$ cat config.mk
export PLATFORM = sky130hd
export DESIGN_NAME = audio_pwm_out
export DESIGN_NICKNAME = d
export VERILOG_FILES = /design/src/rtl/audio_pwm_out.sv
export SDC_FILE = /design/constraint.sdc
export NUM_CORES = 1
export LEC_CHECK = 0
export ABC_CLOCK_PERIOD_IN_PS = 6800
export CORE_UTILIZATION = 50
export CTS_CLUSTER_DIAMETER = 40
export CTS_CLUSTER_SIZE = 20
export DETAILED_ROUTE_END_ITERATION = 6
export GPL_ROUTABILITY_DRIVEN = 1
export PLACE_DENSITY = 0.74
export SYNTH_ARGS = -nofsm -noshare
export SYNTH_HDL_FRONTEND = slang
export SYNTH_SLANG_ARGS = --single-unit
$ cat constraint.sdc
create_clock -name clk -period 6.8 [get_ports clk]
set_input_delay 1.02 -clock clk [delete_from_list [all_inputs] [get_ports clk]]
set_output_delay 1.02 -clock clk [all_outputs]
set_load 0.01 [all_outputs]
$ cat src/rtl/audio_pwm_out.sv
// Audio output stage: one-entry sample holding register, ramped volume scaling,
// and an 8-bit PWM modulator with starvation/drop status pulses.
module audio_pwm_out #(
  parameter int RAMP_DIV = 4096
) (
  input  logic       clk,
  input  logic       reset,
  input  logic [7:0] sample_in,
  input  logic       sample_valid,
  output logic       sample_ready,
  input  logic [3:0] volume,
  input  logic       mute,
  output logic       pwm_out,
  output logic [7:0] level,
  output logic       underrun,
  output logic       overrun
);

  localparam int RAMP_W = (RAMP_DIV > 2) ? $clog2(RAMP_DIV) : 1;
  localparam logic [RAMP_W-1:0] RAMP_LAST = RAMP_W'(RAMP_DIV - 1);

  logic [7:0]        pwm_cnt;
  logic              hold_full;
  logic [7:0]        hold_reg;
  logic [7:0]        active;
  logic [7:0]        duty_reg;
  logic [3:0]        gain;
  logic [RAMP_W-1:0] ramp_cnt;

  logic              pb;
  logic              ramp_tick;
  logic [3:0]        gain_target;
  logic [7:0]        active_nxt;

  // Centre the byte on zero, apply gain, floor-divide by 16 and re-bias.
  // Worst cases land on 8 and 247, so no clamp is required.
  function automatic logic [7:0] scale_duty(input logic [7:0] smp, input logic [3:0] g);
    logic signed [8:0]  s;
    logic signed [13:0] s_w;
    logic signed [13:0] g_w;
    logic signed [13:0] p;
    logic signed [13:0] q;
    s   = $signed({1'b0, smp}) - 9'sd128;
    s_w = 14'(s);
    g_w = 14'($signed({1'b0, g}));
    p   = s_w * g_w;
    q   = (p >>> 4) + 14'sd128;
    return q[7:0];
  endfunction

  always_comb begin
    pb          = (pwm_cnt == 8'hFF);
    ramp_tick   = (ramp_cnt == RAMP_LAST);
    gain_target = mute ? 4'd0 : volume;
    active_nxt  = (pb && hold_full) ? hold_reg : active;
  end

  // PWM counter and output comparator
  always_ff @(posedge clk) begin
    if (reset) begin
      pwm_cnt <= 8'd0;
      pwm_out <= 1'b0;
    end else begin
      pwm_cnt <= pwm_cnt + 8'd1;
      pwm_out <= (pwm_cnt < duty_reg);
    end
  end

  // Holding register, period-boundary transfer and status pulses
  always_ff @(posedge clk) begin
    if (reset) begin
      hold_full <= 1'b0;
      hold_reg  <= 8'h80;
      active    <= 8'h80;
      duty_reg  <= 8'd128;
      underrun  <= 1'b0;
      overrun   <= 1'b0;
    end else begin
      underrun <= 1'b0;
      overrun  <= 1'b0;
      if (pb) begin
        duty_reg <= scale_duty(active_nxt, gain);
        if (hold_full) begin
          active <= hold_reg;
        end else begin
          underrun <= 1'b1;
        end
        // The slot frees up on this edge, so a coincident sample always fits.
        if (sample_valid) begin
          hold_reg  <= sample_in;
          hold_full <= 1'b1;
        end else begin
          hold_full <= 1'b0;
        end
      end else if (sample_valid) begin
        if (hold_full) begin
          overrun <= 1'b1;
        end else begin
          hold_reg  <= sample_in;
          hold_full <= 1'b1;
        end
      end
    end
  end

  // Gain ramp: at most one step per tick toward the target, for click-free changes
  always_ff @(posedge clk) begin
    if (reset) begin
      ramp_cnt <= '0;
      gain     <= 4'd0;
    end else begin
      ramp_cnt <= ramp_tick ? '0 : ramp_cnt + 1'b1;
      if (ramp_tick) begin
        if (gain < gain_target) begin
          gain <= gain + 4'd1;
        end else if (gain > gain_target) begin
          gain <= gain - 4'd1;
        end
      end
    end
  end

  assign sample_ready = ~hold_full;
  assign level        = duty_reg;

endmodule

==> flow_summary.json <==
{
  "powerDensity_nw_per_um2": 147,
  "start_util_pct": 53.1,
  "ys_ff_latch": 52,
  "yosysTopAreaCellShare_pct": 30.2,
  "io_buffers": 27,
  "cts_root_buf": "clkbuf_8",
  "avgSynthCellArea_sq_um": 8.98,
  "min_period_over_period_pct": 71.9,
  "layout.nets": 473,
  "final_layout_size_suffix_gt1_share_pct": 4.66,
  "final.setup_skew_ns": 0.00746,
  "rsz0062_at_grt": "false",
  "dp.cells": 477,
  "area_delta_synth_final_pct": 12.5,
  "cts_resized": 0,
  "maxCapViolCount": 0,
  "hold_viol": 0,
  "drtAntennaViolNets": 0,
  "critPathRequiredTime_ns": 6.98,
  "ys_warn_count": 0,
  "hold_path.class": "reg2reg",
  "cts_buffers": 5,
  "ys_types": 45,
  "start_kind": "flip-flop",
  "clock_latency_ns": 0.30,
  "worst_slew_pin_slew_ns": 0.619,
  "synth_edf_count": 0,
  "fillerInstances": 580,
  "postSynth.asyncResetShare_pct": 0,
  "cp.arrival_ns": 5.07,
  "max_flop_register": "ramp_cnt",
  "postCtsSetupBuffers": 0,
  "critical_path_class": "reg2reg",
  "drt_wl_total_microns": 6650,
  "post-route-min-period_ns": 4.89,
  "status": "finished clean",
  "cts.sinks": 52,
  "drc": 0,
  "die_w_microns": 85.1,
  "cts-hold-fix-buffers": 0,
  "fin_ws_ns": 1.91,
  "first_pass_iters": 4,
  "rrSetupSlack_ns": 1.91,
  "cp_max_fo": 11,
  "die_height_microns": 85.1,
  "grt_overflow": 0,
  "cts_tree": "built",
  "leakage_uw": 0.00177,
  "ios": 28,
  "largest_reg_flops": 12,
  "endpoint_kind": "flip-flop",
  "dieArea_sq_um": 7240,
  "fin_tns_setup_ns": 0,
  "max_freq_ghz": 0.204,
  "finalSetupViolCount": 0,
  "drv_slew": 0,
  "grt_pass1_vias": 2570,
  "gp_congestion": 0.832,
  "grt_max_degree": 47,
  "synthTopCellsByArea": "dfxtp_1 (30%), ha_1 (12%), fa_1 (9.3%)",
  "syn_inst": 384,
  "core_area_sq_um": 6490,
  "wire_per_inst_microns": 13.7,
  "post-dp-hpwl_microns": 5190,
  "synth_top_area_cell": "dfxtp_1",
  "grt_pass1_wl_microns": 11500,
  "antenna_found_initial": 0,
  "vdd_drop_max_uv": 119,
  "clock_path_buffers": 2,
  "hold_slack_ns": 0.467,
  "max-slew-margin-rel_pct": 58.7,
  "n_antenna_cell": 0,
  "grt_usage_pct": 19.8,
  "post-place-ws_ns": 1.94,
  "stdcell_count": 485,
  "clkTransAtPathRegs_ns": 0.10,
  "synthFlopType": "dfxtp_1",
  "post-route-util_pct": 59.8,
  "syn_area_sq_um": 3450,
  "htreeDepth": 2,
  "drt_iter0_markers": 83,
  "ys_seq_area_share_pct": 30.2,
  "core.rowCount": 29,
  "synth_fp_nets": 450,
  "vias_per_cell": 5.45,
  "vias": 2643
}
[path summary, 6_finish.rpt]
path	from	to	cells past startpoint
max	pwm_cnt[0]	level[7]	17
min	ramp_cnt[0]	ramp_cnt[0]	1
max reg2reg	pwm_cnt[0]	level[7]	17
min reg2reg	ramp_cnt[0]	ramp_cnt[0]	1
[cell families after synthesis]
family,Yosys count,synth area share [%]
XOR/XNOR,22,5.80
flip-flops,52,30.2
multiplexers,16,4.75
adder cells (fa/ha/maj),50,21.6
buffers and inverters,55,6.20
AO/OA/AOI/OAI,50,10.7
AND/OR/NAND/NOR,139,20.7
[layer usage]
| metal | wire length, microns | vias up | global-route usage [%] |
|---|---|---|---|
| met5 | 0 | - | 0 |
| met4 | 112 | 0 | 6.16 |
| met3 | 172 | 12 | 3.31 |
| met2 | 3370 | 49 | 36.1 |
| met1 | 3000 | 1250 | 23.7 |
| li1 | - | 1332 | - |
[critical path: stages, from the launching register on]
cell and delay (ns):
dfxtp_1 0.39, ha_1 0.23, and3_1 0.31, nand3_4 0.22, mux2i_1 0.40, nor2b_1 0.10
ha_1 0.32, ha_1 0.30, inv_1 0.06, fa_1 0.53, inv_1 0.04, ha_1 0.28
nand4_1 0.16, nor2_1 0.12, a2111oi_4 0.52, a21oi_1 0.22, a2111oi_0 0.45, nor3b_1 0.10
[power breakdown]
group | leakage (uW) | switching (uW) | internal (uW) | total [uW]
logic | 0.00129 | 19.9 | 23.1 | 43.1
clock network | 0.0000541 | 103 | 109 | 212
registers | 0.000422 | 5.74 | 311 | 317
total | 0.00177 | 128 | 443 | 572
[final cells by class]
type / count / area (sq um) / share of cell area, %
inverter: 43 / 161 / 4.16
sequential: 52 / 1040 / 26.8
clock buffer: 5 / 68.8 / 1.77
timing repair buffer: 28 / 278 / 7.15
tap: 77 / 96.3 / 2.48
clock inverter: 3 / 42.5 / 1.10
multi-input combinational: 277 / 2190 / 56.5
[per-stage QoR]
stage	cell area, sq um	power (uW)
2_1_floorplan	3450	350
3_3_place_gp	3770	366
3_5_place_dp	3770	367
4_1_cts	3880	580
5_1_grt	3880	598
6_report	3880	572
[layout by cell type, fill, tap and decap left out, types with 6 or more instances in the layout]
cell / synthesis / layout
a21o_1: 10 / 10
ha_1: 34 / 34
xor2_1: 9 / 9
and3_1: 9 / 9
and2_1: 7 / 7
nor2_1: 44 / 44
nand4_1: 6 / 6
clkdlybuf4s50_1: 0 / 27
nand3_1: 13 / 13
fa_1: 16 / 16
xnor2_1: 12 / 12
inv_1: 43 / 43
a21oi_1: 9 / 9
mux2i_1: 13 / 13
o21ai_0: 8 / 8
dfxtp_1: 52 / 52
nand2_1: 19 / 19
nand2b_1: 7 / 7
nor2b_1: 20 / 20
[synth_stat cells, types with 7 or more instances]
library cell	number
nor2b_1	20
nand3_1	13
nand2b_1	7
o21ai_0	8
dfxtp_1	52
mux2i_1	13
fa_1	16
xor2_1	9
xnor2_1	12
a21oi_1	9
ha_1	34
inv_1	43
a21o_1	10
and3_1	9
nand2_1	19
and2_1	7
nor2_1	44
No activity file was read; power rests on OpenSTA's default activity.
